### config.mk
export PLATFORM = sky130hd
export DESIGN_NAME = bin2bcd_seq
export DESIGN_NICKNAME = d
export VERILOG_FILES = /design/src/rtl/bin2bcd_seq.sv
export SDC_FILE = /design/constraint.sdc
export NUM_CORES = 1
export LEC_CHECK = 0
export ABC_AREA = 0
export ABC_CLOCK_PERIOD_IN_PS = 2200
export CAP_MARGIN = 40
export CORE_MARGIN = 2
export CORE_UTILIZATION = 40
export CTS_CLUSTER_DIAMETER = 60
export CTS_CLUSTER_SIZE = 12
export DETAILED_ROUTE_END_ITERATION = 7
export SLEW_MARGIN = 10
export SYNTH_ARGS = -nofsm -noshare
export SYNTH_HDL_FRONTEND = slang
export SYNTH_SLANG_ARGS = --single-unit
### constraint.sdc
create_clock -name Clk -period 2.2 [get_ports Clk]
set_input_delay 0.22 -clock Clk [delete_from_list [all_inputs] [get_ports Clk]]
set_output_delay 0.22 -clock Clk [all_outputs]
set_load 0.01 [all_outputs]
### src/rtl/bin2bcd_seq.sv
// ---------------------------------------------------------------------------
// bin2bcd_seq
// Iterative binary-to-BCD converter using the double-dabble algorithm. Each
// clock performs one add-3/shift step, so a W-bit operand takes W shift
// cycles plus one DONE cycle. This is the lower-area successor to the
// combinational bin2bcd.
//
// Parameters
//   W   : binary input width (W >= 4)
//   ND  : number of BCD digits, derived from W (not overridable)
//
// Ports
//   Clk    : system clock, rising-edge active
//   Rst_n  : synchronous active-low reset
//   Start  : conversion request, only honoured in IDLE
//   Bin    : binary operand, captured when Start is accepted
//   Busy   : high while the shift sequence is running
//   Done   : one-cycle pulse when Bcd holds a fresh result
//   Bcd    : registered result {digit ND-1, ..., tens, ones}
//   Neg    : sign of the result (only with BIN2BCD_SEQ_SIGNED_EN)
//
// Optional feature
//   BIN2BCD_SEQ_SIGNED_EN : treat Bin as two's complement, convert its
//   magnitude and report the sign on Neg. Undefined: Bin is unsigned and
//   the Neg port is absent.
// ---------------------------------------------------------------------------
module bin2bcd_seq #(
   parameter  int W  = 32,
   localparam int ND = (W + (W - 4) / 3) / 4 + 1
) (
   input  logic            Clk,
   input  logic            Rst_n,
   input  logic            Start,
   input  logic [W-1:0]    Bin,
   output logic            Busy,
   output logic            Done,
   output logic [4*ND-1:0] Bcd
`ifdef BIN2BCD_SEQ_SIGNED_EN
   ,
   output logic            Neg
`endif
);

   localparam int BW = 4 * ND;
   localparam int CW = $clog2(W);

   typedef enum logic [1:0] {
      IDLE,
      SHIFT,
      DONE
   } state_t;

   state_t          state_q, state_d;
   logic [BW-1:0]   acc_q, acc_d;
   logic [W-1:0]    opnd_q, opnd_d;
   logic [CW-1:0]   cnt_q, cnt_d;
   logic [BW-1:0]   bcd_q, bcd_d;
   logic            busy_q, busy_d;
   logic            done_q, done_d;
   logic [BW-1:0]   adj;
   logic [W-1:0]    load_val;
`ifdef BIN2BCD_SEQ_SIGNED_EN
   logic            sign_q, sign_d;
   logic            neg_q, neg_d;
`endif

   // Operand loaded on Start. In signed mode the magnitude is taken as a
   // W-bit unsigned value, so the most negative input maps to 2^(W-1).
   always_comb begin
`ifdef BIN2BCD_SEQ_SIGNED_EN
      load_val = Bin[W-1] ? (~Bin + 1'b1) : Bin;
`else
      load_val = Bin;
`endif
   end

   // Add-3 correction: each accumulator digit above 4 gets +3 so that the
   // following left shift carries correctly into the next decimal digit.
   // The add is confined to the 4-bit digit; no carry crosses digits.
   always_comb begin
      adj = acc_q;
      for (int i = 0; i < ND; i++) begin
         if (acc_q[4*i +: 4] > 4'd4) begin
            adj[4*i +: 4] = acc_q[4*i +: 4] + 4'd3;
         end
      end
   end

   // Next-state logic for the FSM and datapath. The result register is
   // loaded on the final shift so that Bcd and Done appear together in the
   // DONE cycle, while the accumulator keeps Bcd stable during SHIFT.
   always_comb begin
      state_d = state_q;
      acc_d   = acc_q;
      opnd_d  = opnd_q;
      cnt_d   = cnt_q;
      bcd_d   = bcd_q;
      busy_d  = busy_q;
      done_d  = 1'b0;
`ifdef BIN2BCD_SEQ_SIGNED_EN
      sign_d  = sign_q;
      neg_d   = neg_q;
`endif
      case (state_q)
         IDLE: begin
            if (Start) begin
               opnd_d  = load_val;
               acc_d   = '0;
               cnt_d   = CW'(W - 1);
               busy_d  = 1'b1;
               state_d = SHIFT;
`ifdef BIN2BCD_SEQ_SIGNED_EN
               sign_d  = Bin[W-1];
`endif
            end
         end
         SHIFT: begin
            acc_d  = {adj[BW-2:0], opnd_q[W-1]};
            opnd_d = {opnd_q[W-2:0], 1'b0};
            if (cnt_q == '0) begin
               cnt_d   = '0;
               bcd_d   = {adj[BW-2:0], opnd_q[W-1]};
               busy_d  = 1'b0;
               done_d  = 1'b1;
               state_d = DONE;
`ifdef BIN2BCD_SEQ_SIGNED_EN
               neg_d   = sign_q;
`endif
            end else begin
               cnt_d = cnt_q - 1'b1;
            end
         end
         DONE: begin
            state_d = IDLE;
         end
         default: begin
            state_d = IDLE;
            busy_d  = 1'b0;
         end
      endcase
   end

   // State register with synchronous active-low reset. Reset mid-conversion
   // simply returns to IDLE, so no Done is ever produced for that request.
   always_ff @(posedge Clk) begin
      if (!Rst_n) begin
         state_q <= IDLE;
         acc_q   <= '0;
         opnd_q  <= '0;
         cnt_q   <= '0;
         bcd_q   <= '0;
         busy_q  <= 1'b0;
         done_q  <= 1'b0;
`ifdef BIN2BCD_SEQ_SIGNED_EN
         sign_q  <= 1'b0;
         neg_q   <= 1'b0;
`endif
      end else begin
         state_q <= state_d;
         acc_q   <= acc_d;
         opnd_q  <= opnd_d;
         cnt_q   <= cnt_d;
         bcd_q   <= bcd_d;
         busy_q  <= busy_d;
         done_q  <= done_d;
`ifdef BIN2BCD_SEQ_SIGNED_EN
         sign_q  <= sign_d;
         neg_q   <= neg_d;
`endif
      end
   end

   assign Busy = busy_q;
   assign Done = done_q;
   assign Bcd  = bcd_q;
`ifdef BIN2BCD_SEQ_SIGNED_EN
   assign Neg  = neg_q;
`endif

endmodule

## Yosys cells after proc, flatten, opt, wreduce, memory -nomap -nowiden

Cells that the tools add are included.

| operators by class | value |
|---|---|
| reductions and logical operators | 8 |
| magnitude comparators | 11 |
| eq/ne operators | 4 |
| $add $sub $neg | 12 |
| bitwise logic cells | 1 |
| mux-type cells | 25 |

Operator list:

| operator | count |
|---|---|
| 44-bit case mux with 2 select lines | 1 |
| 32-bit case mux with 2 select lines | 1 |
| 4-bit by 3-bit > comparator with 1-bit output, second input constant | 11 |
| 44-bit 2-to-1 mux | 1 |
| 4-bit by 2-bit adder with 4-bit output, second input constant | 10 |
| 4-bit 2-to-1 mux | 10 |
| 32-bit 2-to-1 mux | 1 |
| 5-bit 2-to-1 mux | 2 |
| 5-bit case mux with 2 select lines | 1 |
| 2-bit AND reduction | 4 |
| 5-bit zero test | 1 |
| 5-bit by 1-bit subtractor with 5-bit output, second input constant | 1 |
| 2-bit 2-to-1 mux | 2 |
| 2-bit inequality test, second input constant | 2 |
| 2-bit case mux with 2 select lines | 1 |
| 3-bit by 2-bit adder with 3-bit output, second input constant | 1 |
| 1-bit 2-to-1 mux | 3 |
| 3-bit 2-to-1 mux | 1 |
| 1-bit case mux with 3 select lines | 1 |
| 3-bit AND reduction | 1 |
| 2-bit by 1-bit == test with 1-bit output, second input constant | 1 |
| 2-bit == test, second input constant | 1 |
| 2-bit zero test | 1 |
| 2-bit nonzero test | 1 |
| 1-bit NOT | 1 |

| storage, ports and cells | value |
|---|---|
| input bits | 35 |
| bits in registers | 129 |

## Logic depth before layout (Yosys ltp)

| logic depth | value |
|---|---|
| depth after elaboration | 3 |
| mapped depth | 8 |
| mapped depth without buffers | 6 |

## Least setup slack after synthesis

OpenSTA, ideal clock, no wires.

| timing path | value |
|---|---|
| path type | register to register |
| from | reg cnt_q[0] |
| to | reg bcd_q[24] (netlist: Bcd[24]) |
| data required time | 2,120 ps |
| stages on the path, launching flop included | 9 |
| setup slack | 514 ps |
| setup time | 80 ps |
| data arrival time | 1,607 ps |
| cells stage by stage | dfxtp_1 inv_1 ha_1 or4b_4 nor2_4 buf_6 buf_6 nor2_1 a211oi_2 |

| between the ends | value |
|---|---|
| longest elaborated chain between the ends | 2 |

RTL lines:

| item | RTL line | RTL |
|---|---|---|
| start: declaration | 56 | `logic [CW-1:0] cnt_q, cnt_d;` |
| start signal: assignment | 162 | `cnt_q <= cnt_d;` |
| 5-bit zero test | 120 | `if (cnt_q == '0) begin` |
| 2-bit AND reduction (no source line) | -- |  |
| end signal: assignment | 151 | `bcd_q <= '0;` |
| end signal: assignment | 163 | `bcd_q <= bcd_d;` |
| end: declaration | 57 | `logic [BW-1:0] bcd_q, bcd_d;` |

Every way passes these cells.
A chain may end at the register's enable or synchronous reset.

## Final worst setup path

| timing path | value |
|---|---|
| from | reg cnt_q[0] |
| to | reg bcd_q[15] (netlist: Bcd[15]) |

The elaborated chain is that of the path after synthesis.

==> metrics.md <==
| Metric | Value |
|---|---|
| Hold Vio Cnt, Final | `0` |
| Vias/cell | `around 5.3` |
| Core ar. | `roughly 15000 um2` |
| I/O pin count | `81` |
| Prevailing post-synth register cell | `dfxtp_1` |
| Hold Buf Count CTS | `0` |
| Worst-Margin Slew | `516.4 ps` |
| Clk_skew | `between 7 and 8 ps` |
| Initial antenna violation count | `0` |
| Worst hold path type | `in2reg` |
| Sequential area share after synthesis | `a little over two fifths` |
| Finished Layout Cells | `a little under 1000` |
| Synth cell count leaders | `129 x dfxtp_1, 109 x nor2_1, 89 x nand2_1` |
| Die ar. | `15930 um2` |
| P_leak | `around 2.8 nW` |
| CTS tree | `done` |
| Post-synth EDFFs | `0` |
| Detail Route Antenna Nets | `0` |
| Worst Path Max Fanout | `24` |
| Synth area leaders | `dfxtp_1 43%, nor2_1 6.8%, a311oi_1 5.9%, nand2_1 5.6%, ha_1 4.8%` |
| Mapped Nets | `between 700 and 800` |
| Unrepaired setup endpoints after global routing | `no` |
| Fin crit share | `86.93%` |
| Total number of H-tree levels | `4` |
| Pre-Repair DR Iteration Count | `5` |
| Met1 WL | `roughly 6700 um` |
| DIE WIDTH | `~130 um` |
| Count of final setup violators | `0` |
| CTS root buffer | `clkbuf_16` |
| Met3 WL | `544 um` |
| FF+latch count, synth | `129` |
| Num CTS Buffers | `17` |
| WS Path Type | `reg2reg` |
| Fillcell total | `between 1000 and 1500` |
| Synth cell types | `37` |
| Max Fclk | `roughly 0.52 GHz` |
| WL/cell | `about 14 um` |
| WL met2 | `6748 um` |
| Post-Syn Area | `roughly 6000 um2` |
| Largest net degree at the start of global routing | `~90` |
| Starting Density | `about 41%` |
| Data arrival, critical path | `approximately 2200 ps` |
| Slew margin rel. | `roughly 65%` |
| Chip Height | `roughly 130 um` |
| Syn Area/Cell | `between 8 and 9 um2` |
| GRT Total Usage | `18.07%` |
| Hold Path Depth | `3` |
| Time the worst path needs with I/O delays and setup | `1912 ps` |
| CP startpoint kind | `flop` |
| Worst skew pair latency | `about 420 ps` |
| Vias | `between 5000 and 6000` |
| CP required | `between 2000 and 3000 ps` |
| CTS Sinks | `129` |
| Nets | `roughly 850` |
| Post-CTS Setup Repair Bufs | `0` |
| Post-DP HPWL | `9062 um` |
| Most frequent cell after synthesis | `dfxtp_1` |
| Worst IR Drop VDD | `539.0 uV` |
| Clk buf depth | `2` |
| Placed cells | `approximately 950` |
| Gate Count Post-Synth | `720` |
| Routed WL | `between 10000 and 15000 um` |
| R2R depth | `7` |
| PortBufs | `80` |
| Ant. Diodes | `0` |
| Pwr/cell area | `~800 nW/um2` |
| RePlAce Congestion | `0.7987` |
| Status | `finished clean` |
| Register clock-pin slew on the reported worst setup and hold paths | `around 60 ps` |
| Layout cell share with drive strength beyond 1 | `8.229%` |
| First-pass GRT wire length | `between 20000 and 25000 um` |
| Final Max Tran Viols | `0` |
| Starting DRT DRC Count | `404` |
| Vias in the first global route | `4973` |
| Post-synth top area share | `about 43%` |
| Asr flop ratio synth | `0%` |
| Worst Setup End Kind | `flop` |
| Maxcap violations | `0` |
| Layout area overhead | `26.09%` |
| Remaining DRCs | `0` |
| Warnings, synthesis | `0` |
| Top layer in use | `met4` |
| # rows | `44` |
| Global route overflow | `0` |
| # resized after CTS | `0` |
| Setup TNS | `0 ps` |
| Synth area leader | `dfxtp_1` |
==> placed cells by master, fill, tap and decap left out, types with 4 or more instances in the layout <==
cell type / count
dfxtp_1: 129
nor2_1: 109
nand2_1: 89
clkdlybuf4s50_1: 80
o21ai_0: 46
a21oi_1: 41
a311oi_1: 40
inv_1: 30
or3_1: 28
nor2b_1: 24
nand3_1: 23
ha_1: 23
a32oi_1: 22
clkbuf_16: 17
o21a_1: 11
buf_4: 11
mux2i_1: 10
a2bb2oi_1: 10
clkinv_2: 8
and2_1: 6
a211oi_2: 6
a211oi_1: 5
buf_12: 5
or3b_2: 4
==> power breakdown <==
| part | switching (mW) | internal (mW) | total, mW |
|---|---|---|---|
| clock network | 1.01 | 1.63 | 2.63 |
| logic | 0.416 | 0.329 | 0.746 |
| registers | 0.0812 | 2.46 | 2.54 |
==> routing by layer <==
metal | track usage [%] | vias to the layer above
met2 | 29.66 | 102
li1 | - | 2680
met1 | 23.44 | 2475
met5 | 0 | -
met3 | 4.630 | 13
met4 | 5.430 | 0
==> layout make-up <==
| class | count | area (um2) | area share [%] |
|---|---|---|---|
| multi-input cells | 514 | 3063 | 40.65 |
| clock buffers | 21 | 470.5 | 6.244 |
| inverters | 31 | 117.6 | 1.561 |
| clock inverters | 11 | 87.58 | 1.162 |
| well taps | 184 | 230.2 | 3.055 |
| flip-flops and latches | 129 | 2582 | 34.27 |
| repair buffers | 96 | 983.4 | 13.05 |
==> logic make-up (layout without fill, tap and decap cells) <==
logic type / count (synthesis) / count (layout) / synth area share, %
buffers and inverters: 77 / 159 / 5.758
adder cells (fa/ha/maj): 23 / 23 / 4.816
XOR/XNOR: 2 / 2 / 0.2932
multiplexers: 10 / 10 / 1.675
flip-flops: 129 / 129 / 43.22
AND/OR/NAND/NOR: 291 / 291 / 22.09
AO/OA/AOI/OAI: 188 / 188 / 22.15
==> metrics by stage <==
step                      worst slack (ps)  power (mW)  instance area [um2]  hold slack (ps)  utilization (%)
after floorplan                      513.6       3.046                 5976            337.5                -
after global placement               349.9       3.326                 6977            444.6            47.82
after detailed placement             303.5       3.345                 6977            447.7            47.82
after CTS                            285.8       5.991                 7535            371.9            51.65
after global routing                 133.4       6.204                 7535            387.6            51.65
final                                287.5       5.925                 7535            380.2            51.65
==> state kept, by name, summed over array words and instances, names as in the netlist <==
name     count
cnt_q        5
Bcd         44
state_q      2
opnd_q      32
acc_q       44
Done         1
Busy         1
==> worst paths after layout <==
check / start / end / slack (ps)
setup reg to reg: cnt_q[0]$_SDFFE_PN0P_ / Bcd[15]$_SDFFE_PN0P_ / 290
setup / recovery: cnt_q[0]$_SDFFE_PN0P_ / Bcd[15]$_SDFFE_PN0P_ / 290
hold / removal: Bin[3] / opnd_q[3]$_SDFFE_PN0P_ / 380
hold reg to reg: Bcd[1]$_SDFFE_PN0P_ / Bcd[1]$_SDFFE_PN0P_ / 450
==> worst max-delay path, stage by stage, from the launching register on <==
cell and delay (ps):
dfxtp_1 330, inv_1 60, ha_1 200, or4b_4 500, nor2_4 140, buf_4 290, nor2_1 70, a311oi_1 230
Power figures use the tool's default switching activity.
